--- src/rtl/seq_match_ctrl.sv ---
// seq_match_ctrl: takes parallel words over a valid/ready handshake,
// serializes each one MSB-first, and matches the resulting bit stream against
// a programmable pattern. Overlapping matches are allowed, including matches
// that span word boundaries. A saturating counter keeps the number of matches,
// and a one-cycle done pulse follows the word flagged last.
module seq_match_ctrl #(
    parameter int WORD_W = 8,
    parameter int PAT_W  = 4,
    parameter int CNT_W  = 8
) (
    input  logic              clk_i,
    input  logic              rst_i,
    input  logic              start_i,
    input  logic [PAT_W-1:0]  pat_cfg_i,
    input  logic              in_valid_i,
    input  logic [WORD_W-1:0] in_data_i,
    input  logic              in_last_i,
    output logic              in_ready_o,
    output logic              bit_out_o,
    output logic              bit_valid_o,
    output logic              match_o,
    output logic [CNT_W-1:0]  match_cnt_o,
    output logic              busy_o,
    output logic              done_o
);

    // Counter widths. The bit counter only needs to reach WORD_W-1.
    // The fill counter saturates at PAT_W.
    localparam int BIT_CW = (WORD_W > 1) ? $clog2(WORD_W) : 1;
    localparam int FILL_W = $clog2(PAT_W + 1);

    localparam logic [BIT_CW-1:0] LAST_BIT = BIT_CW'(WORD_W - 1);
    localparam logic [FILL_W-1:0] FILL_MAX = FILL_W'(PAT_W);
    localparam logic [FILL_W-1:0] FILL_HIT = FILL_W'(PAT_W - 1);
    localparam logic [CNT_W-1:0]  CNT_MAX  = '1;

    typedef enum logic [1:0] {
        IDLE  = 2'd0,
        LOAD  = 2'd1,
        SHIFT = 2'd2,
        DONE  = 2'd3
    } state_e;

    state_e              state_q, state_d;
    logic [PAT_W-1:0]    pat_q, pat_d;
    logic [WORD_W-1:0]   sreg_q, sreg_d;
    logic                last_q, last_d;
    logic [PAT_W-1:0]    hist_q, hist_d;
    logic [FILL_W-1:0]   fill_q, fill_d;
    logic [BIT_CW-1:0]   bit_cnt_q, bit_cnt_d;
    logic                match_q, match_d;
    logic [CNT_W-1:0]    cnt_q, cnt_d;

    logic                shift_bit;
    logic [PAT_W-1:0]    window;
    logic                hit;

    // Match window: the history plus the bit being driven this cycle. A hit
    // needs at least PAT_W bits of this run to have been streamed. Without
    // that check, the zeroed history could form a false match.
    always_comb begin
        shift_bit = sreg_q[WORD_W-1];
        window    = {hist_q[PAT_W-2:0], shift_bit};
        hit       = (state_q == SHIFT) && (fill_q >= FILL_HIT) && (window == pat_q);
    end

    // Next-state logic for the control FSM and the datapath registers.
    always_comb begin
        state_d   = state_q;
        pat_d     = pat_q;
        sreg_d    = sreg_q;
        last_d    = last_q;
        hist_d    = hist_q;
        fill_d    = fill_q;
        bit_cnt_d = bit_cnt_q;
        match_d   = 1'b0;
        cnt_d     = cnt_q;

        case (state_q)
            IDLE: begin
                if (start_i) begin
                    pat_d     = pat_cfg_i;
                    cnt_d     = '0;
                    hist_d    = '0;
                    fill_d    = '0;
                    bit_cnt_d = '0;
                    state_d   = LOAD;
                end
            end

            LOAD: begin
                if (in_valid_i) begin
                    sreg_d    = in_data_i;
                    last_d    = in_last_i;
                    bit_cnt_d = '0;
                    state_d   = SHIFT;
                end
            end

            SHIFT: begin
                sreg_d    = {sreg_q[WORD_W-2:0], 1'b0};
                hist_d    = window;
                bit_cnt_d = bit_cnt_q + 1'b1;
                if (fill_q != FILL_MAX) begin
                    fill_d = fill_q + 1'b1;
                end
                if (hit) begin
                    match_d = 1'b1;
                    if (cnt_q != CNT_MAX) begin
                        cnt_d = cnt_q + 1'b1;
                    end
                end
                if (bit_cnt_q == LAST_BIT) begin
                    state_d = last_q ? DONE : LOAD;
                end
            end

            DONE: begin
                state_d = IDLE;
            end

            default: begin
                state_d = IDLE;
            end
        endcase
    end

    // State and datapath registers. Reset wins in every state, so a
    // partially sent word is dropped.
    always_ff @(posedge clk_i) begin
        if (rst_i) begin
            state_q   <= IDLE;
            pat_q     <= '0;
            sreg_q    <= '0;
            last_q    <= 1'b0;
            hist_q    <= '0;
            fill_q    <= '0;
            bit_cnt_q <= '0;
            match_q   <= 1'b0;
            cnt_q     <= '0;
        end else begin
            state_q   <= state_d;
            pat_q     <= pat_d;
            sreg_q    <= sreg_d;
            last_q    <= last_d;
            hist_q    <= hist_d;
            fill_q    <= fill_d;
            bit_cnt_q <= bit_cnt_d;
            match_q   <= match_d;
            cnt_q     <= cnt_d;
        end
    end

    // Most outputs are decoded directly from the state. bit_out is gated so
    // that it reads 0 whenever no bit is being streamed.
    always_comb begin
        in_ready_o  = (state_q == LOAD);
        bit_valid_o = (state_q == SHIFT);
        bit_out_o   = (state_q == SHIFT) && shift_bit;
        busy_o      = (state_q != IDLE);
        done_o      = (state_q == DONE);
        match_o     = match_q;
        match_cnt_o = cnt_q;
    end

endmodule

--- config.mk ---
export PLATFORM = sky130hd
export DESIGN_NAME = seq_match_ctrl
export DESIGN_NICKNAME = d
export VERILOG_FILES = /design/src/rtl/seq_match_ctrl.sv
export SDC_FILE = /design/constraint.sdc
export NUM_CORES = 1
export LEC_CHECK = 0
export CORE_ASPECT_RATIO = 1.4
export CORE_UTILIZATION = 50
export DETAILED_ROUTE_END_ITERATION = 10
export PLACE_DENSITY = 0.76
export SLEW_MARGIN = 30
export SYNTH_ARGS = -nofsm -noshare
export SYNTH_HDL_FRONTEND = slang
export SYNTH_SLANG_ARGS = --single-unit
export TNS_END_PERCENT = 100
--- constraint.sdc ---
create_clock -name clk_i -period 3.4 [get_ports clk_i]
set_clock_uncertainty 0.2 [all_clocks]
set_input_delay 0.34 -clock clk_i [delete_from_list [all_inputs] [get_ports clk_i]]
set_output_delay 0.34 -clock clk_i [all_outputs]
set_load 0.03 [all_outputs]
==> flow_metrics.env, run 1 <==
export IMPL_place_area_um2=1890
export IMPL_final_layout_size_suffix_gt1_share_pct=5.31
export IMPL_fmax_mhz=345
export IMPL_rsz0062_at_grt="no"
export IMPL_cp_start_kind="flip-flop"
export IMPL_cts_tree="yes"
export IMPL_ys_warn_count=0
export IMPL_grt_remaining_overflow=0
export IMPL_antenna_found_initial=0
export IMPL_grt_max_degree=26
export IMPL_critPathKind="reg -> out"
export IMPL_root_buffer="clkbuf_8"
export IMPL_routed_via_density=5.60
export IMPL_fin_area_um2=2000
export IMPL_vias=1472
export IMPL_crit_required_ns=2.86
export IMPL_routabilityCongestion=0.812
export IMPL_slowest_delay_ns=0.66
export IMPL_netlist_instances=198
export IMPL_antenna_cells=0
export IMPL_cts_sinks=33
export IMPL_reg2reg_slack_ns=1.18
export IMPL_power_density_nw_per_um2=454
export IMPL_seq_area_frac_synth_pct=41.3
export IMPL_die_area_um2=3440
export IMPL_maxSlewViolCount=0
export IMPL_syn_avg_cell_area_um2=8.09
export IMPL_cpMaxStageDelayCell="clkdlybuf4s50_1"
export IMPL_cp_common_cell="inv_1"
export IMPL_post_cts_resized=0
export IMPL_min_path_type="reg -> reg"
export IMPL_fin_crit_ns=2.90
export IMPL_synth_area_um2=1600
export IMPL_avgRoutedWirePerCell_um=13.2
export IMPL_drt_wl_total_um=3460
export IMPL_ys_ff_latch=33
export IMPL_drt_antenna_violating_nets=0
export IMPL_clk_path_buf_depth=2
export IMPL_leakage_nw=0.790
export IMPL_firstDrtPassIters=4
export IMPL_endpoint_kind="output port"
export IMPL_rows=23
export IMPL_cts_buffers=5
export IMPL_synth_fa_ha_area_share_pct=4.69
export IMPL_nets=248
export IMPL_fillers=251
export IMPL_min_period_over_period_pct=85.2
export IMPL_grt_usage_pct=22.8
export IMPL_path_cells="nand2b_4 -> inv_1 -> nand2_1 -> inv_1 -> clkdlybuf4s50_1"
export IMPL_ir_drop_uv=390
export IMPL_setup_tns_final_ns=0
export IMPL_clk_pin_slew_worst_paths_ns=0.06
export IMPL_syn_nets=221
export IMPL_synth_xor_area_share_pct=2.19
export IMPL_holdWs_ns=0.265
export IMPL_grt_pass1_wl_um=5720
export IMPL_status="finished, final reports clean"
export IMPL_drc=0
export IMPL_synth_compound_area_share_pct=18.4
export IMPL_port_buffers=30
export IMPL_io_pins=31
export IMPL_hpwl_um=2500
export IMPL_drtIter0Drc=70
export IMPL_synth_cell_type_count=35
export IMPL_post_cts_buffers=0
export IMPL_core_area_um2=2960
export IMPL_relSlewSlack_pct=52.2
export IMPL_timing_hold_violations_final=0
export IMPL_cp_arrival_ns=2.36
export IMPL_htree_levels=2
export IMPL_crit_fanout=25
export IMPL_grt_pass1_vias=1362
export IMPL_synth_top_family_by_area="simple AND/OR/NAND/NOR gates"
export IMPL_dieWidth_um=49.8
export IMPL_setup_viol=0
export IMPL_maxCapViolCount=0
export IMPL_yosys_area_share_simple_pct=26.7
export IMPL_initial_core_util_pct=54.0
export IMPL_cts_hold_buf=0
export IMPL_syn_to_final_growth_pct=25.2
export IMPL_worstMarginPinSlew_ns=0.715
export IMPL_die_h_um=69.0
export IMPL_synth_mux_area_share_pct=0.625
export IMPL_clock_latency_ns=0.29
## routing by layer
layer	vias up	GRT usage (%)	wire length, um
li1	738	-	-
met1	682	23.3	1480
met2	46	41.0	1750
met3	6	7.24	153
met4	0	13.2	75
met5	-	0	0
## logic make-up (layout without fill, tap and decap cells)
group | after synthesis | count (layout)
fa+ha+maj | 6 | 6
flops | 33 | 33
mux | 1 | 1
compound gates | 48 | 48
buf+inv | 19 | 47
xor+xnor | 4 | 4
simple gates | 87 | 87
## synth_stat cells
cell type   n  area share, %
a211oi_1    1           0.47
a21oi_1    15            4.7
a22oi_1     3            1.4
a311oi_1    8            4.4
a31oi_1     2           0.78
a32oi_1     1           0.55
and2_1      4            1.6
and2b_1     1           0.47
and3_1      3            1.2
buf_2       3           0.94
buf_4       2           0.94
buf_6       2            1.4
clkbuf_1    4           0.94
dfxtp_1    33             41
ha_1        6            4.7
inv_1       8            1.9
mux2i_1     1           0.63
nand2_1    36            8.4
nand2_4     1           0.70
nand2b_1    1           0.39
nand2b_4    1           0.86
nand3_1     8            2.5
nand3b_1    1           0.47
nand4_4     1            1.3
nor2_1     21            4.9
nor2b_1     2           0.78
nor3_1      4            1.3
nor3_4      1            1.0
nor4_1      1           0.39
o21a_1      1           0.47
o21ai_0    15            4.7
o22a_1      1           0.55
o31ai_1     1           0.47
or4_1       1           0.47
xor2_1      4            2.2
## report_power, final
group	internal, W	leakage (nW)	switching, W	total (W)
Sequential	0.000403	0.268	0.0000130	0.000416
Combinational	0.0000489	0.463	0.0000645	0.000113
Clock	0.000239	0.0585	0.000142	0.000381
## through the flow
step	worst slack (ns)	std cells	total power, W	util [%]
after detailed placement	0.824	255	0.000538	63.7
after global routing	0.359	263	0.000951	67.6
after floorplan	1.32	198	0.000498	-
final	0.503	263	0.000911	67.6
after CTS	0.508	263	0.000915	67.6
after global placement	0.910	255	0.000533	63.7
## state kept, by name (all words and copies together), names as in the netlist
name	count
sreg_q	8
bit_cnt_q	3
match_o	1
match_cnt_o	8
last_q	1
pat_q	4
state_q	2
fill_q	3
hist_q	3
## worst max-delay path: cells and delay by family (launching register included)
| kind | cells | cell delay, ns |
|---|---|---|
| buffers and inverters | 3 | 1.18 |
| DFF | 1 | 0.50 |
| and+or+nand+nor | 2 | 0.39 |
## path summary, 6_finish.rpt
check,startpoint,endpoint,cells past startpoint
worst max register to register,fill_q[0],match_cnt_o[3],7
worst max-delay path,state_q[1],bit_out_o,5
worst min-delay path,last_q,last_q,2
worst min register to register,last_q,last_q,2
## cells in the final DEF, fill, tap and decap left out, drive strengths merged, types with 2 or more instances in the layout
master,instances
nand2,37
nor2,21
xor2,4
inv,8
a21oi,15
a311oi,8
clkbuf,7
nor3,5
dfxtp,33
clkdlybuf4s50,30
and2,4
a22oi,3
ha,6
and3,3
nand3,8
o21ai,15
a31oi,2
nor2b,2
nand2b,2
## final cells by class
cell class | count | area (um2) | area share (%)
Clock buffer | 7 | 86.3 | 4.31
Clock inverter | 1 | 30.0 | 1.50
Inverter | 8 | 30.0 | 1.50
Multi-Input combinational cell | 146 | 843 | 42.1
Sequential cell | 33 | 661 | 33.0
Tap cell | 37 | 46.3 | 2.31
Timing Repair Buffer | 31 | 308 | 15.4
Power figures use the tool's default switching activity.
==> inputs of run 2 (changes only) <==
Settings changed: CELL_PAD_IN_SITES_DETAIL_PLACEMENT from default to 2, CELL_PAD_IN_SITES_GLOBAL_PLACEMENT from default to 2, CORE_UTILIZATION 50 to 32, PLACE_DENSITY 0.76 to 0.83.
==> run 2 against run 1 <==
Sequential share of layout area decreased by 0.55 points. Via count increased by 0.20%. Clock power increased by 2%. Total power increased by 1.4%. Count of clock-buffer cells in the layout unchanged.
==> flow_metrics.env, run 2 (synthesis results as in run 1) <==
export IMPL_fmax_mhz=333
export IMPL_timing_hold_violations_final=0
export IMPL_drtIter0Drc=63
export IMPL_mostFrequentLayoutCells="36 x nand2_1, 33 x dfxtp_1, 30 x clkdlybuf4s50_1, 21 x nor2_1"
export IMPL_root_buffer="clkbuf_8"
export IMPL_nets=248
export IMPL_post_cts_buffers=0
export IMPL_rsz0062_at_grt="no"
export IMPL_cpMaxStageDelayCell="clkdlybuf4s50_1"
export IMPL_maxCapViolCount=0
export IMPL_rows=30
export IMPL_drc=0
export IMPL_die_h_um=85.7
export IMPL_cts_hold_buf=0
export IMPL_r2r_start="fill_q[0]"
export IMPL_routed_via_density=5.09
export IMPL_power_density_nw_per_um2=453
export IMPL_layout_setup_ws_ns=0.398
export IMPL_worstMarginPinSlew_ns=0.517
export IMPL_grt_usage_pct=18.9
export IMPL_fillers=543
export IMPL_place_ws_ns=0.737
export IMPL_initial_core_util_pct=33.1
export IMPL_grt_pass1_wl_um=7320
export IMPL_path_cells="nand2b_4 -> inv_1 -> nand2_1 -> inv_1 -> clkdlybuf4s50_1"
export IMPL_p_total_w=0.000923
export IMPL_fin_crit_ns=3.00
export IMPL_avgRoutedWirePerCell_um=15.2
export IMPL_vias=1475
export IMPL_place_inst=282
export IMPL_final_layout_size_suffix_gt1_share_pct=5.31
export IMPL_core_area_um2=4840
export IMPL_hpwl_um=2970
export IMPL_leakage_nw=0.790
export IMPL_crit_required_ns=2.86
export IMPL_cp_common_cell="inv_1"
export IMPL_r2r_end="match_cnt_o[4]"
export IMPL_fin_area_um2=2040
export IMPL_die_area_um2=5300
export IMPL_place_area_um2=1920
export IMPL_cts_buffers=5
export IMPL_port_buffers=30
export IMPL_min_path_type="reg -> reg"
export IMPL_cts_tree="yes"
export IMPL_grt_pass1_vias=1563
export IMPL_syn_to_final_growth_pct=27.3
export IMPL_antenna_cells=0
export IMPL_clk_pin_slew_worst_paths_ns=0.07
export IMPL_endpoint="bit_out_o"
export IMPL_antenna_found_initial=0
export IMPL_drt_wl_total_um=4390
export IMPL_status="finished, final reports clean"
export IMPL_htree_levels=2
export IMPL_slowest_delay_ns=0.66
export IMPL_final_common_cell="nand2_1"
export IMPL_cp_start_kind="flip-flop"
export IMPL_endpoint_kind="output port"
export IMPL_setup_tns_final_ns=0
export IMPL_crit_fanout=25
export IMPL_ir_drop_uv=262
export IMPL_maxSlewViolCount=0
export IMPL_setup_viol=0
export IMPL_rr_worst_depth=7
export IMPL_io_pins=31
export IMPL_critPathLaunch="state_q[1]"
export IMPL_clk_path_buf_depth=2
export IMPL_cp_arrival_ns=2.46
export IMPL_routabilityCongestion=0.745
export IMPL_min_period_over_period_pct=88.3
export IMPL_firstDrtPassIters=4
export IMPL_finalNonFillerCells=290
export IMPL_clock_latency_ns=0.30
export IMPL_drt_antenna_violating_nets=0
export IMPL_cts_sinks=33
export IMPL_relSlewSlack_pct=65.3
export IMPL_critPathKind="reg -> out"
export IMPL_post_cts_resized=0
export IMPL_dieWidth_um=61.8
export IMPL_grt_remaining_overflow=0
export IMPL_grt_max_degree=33
export IMPL_reg2reg_slack_ns=1.13
## run 2: layout make-up
| cell class | count | area, um2 | share of cell area [%] |
|---|---|---|---|
| Clock buffer | 7 | 86.3 | 4.24 |
| Tap cell | 64 | 80.1 | 3.93 |
| Sequential cell | 33 | 661 | 32.4 |
| Inverter | 8 | 30.0 | 1.47 |
| Clock inverter | 1 | 30.0 | 1.47 |
| Multi-Input combinational cell | 146 | 843 | 41.4 |
| Timing Repair Buffer | 31 | 308 | 15.1 |
## run 2: worst min-delay path by stage
stage               depth (start not counted)  startpoint        to
floorplan                                   2      last_q    last_q
global route                                2      last_q    last_q
finish                                      2      last_q    last_q
CTS                                         2    pat_q[2]  pat_q[2]
global placement                            2      last_q    last_q
detailed placement                          2    pat_q[2]  pat_q[2]
## run 2: report_power, final
group,switching [W],internal [W]
sequential,0.0000143,0.000403
clock,0.000151,0.000239
combinational,0.0000669,0.0000490
total,0.000232,0.000691
## run 2: worst max-delay path: cells and delay by family, from the launching register on
kind | cells | cell delay (ns)
flip-flops | 1 | 0.53
buffers and inverters | 3 | 1.20
AND/OR/NAND/NOR | 2 | 0.43
## run 2: metal layers
layer  vias up  global-route usage (%)  wire length, um
met4         0                    9.90              128
met1       706                    21.6             1900
met2        24                    31.3             2260
met3         8                    4.68              108
li1        737                       -                -
met5         -                       0                0
## run 2: metrics by stage
stage / util (%) / hold WS [ns]
after floorplan: - / 0.233
after global placement: 39.7 / 0.251
after detailed placement: 39.7 / 0.265
after CTS: 42.1 / 0.276
after global routing: 42.1 / 0.294
final: 42.1 / 0.268
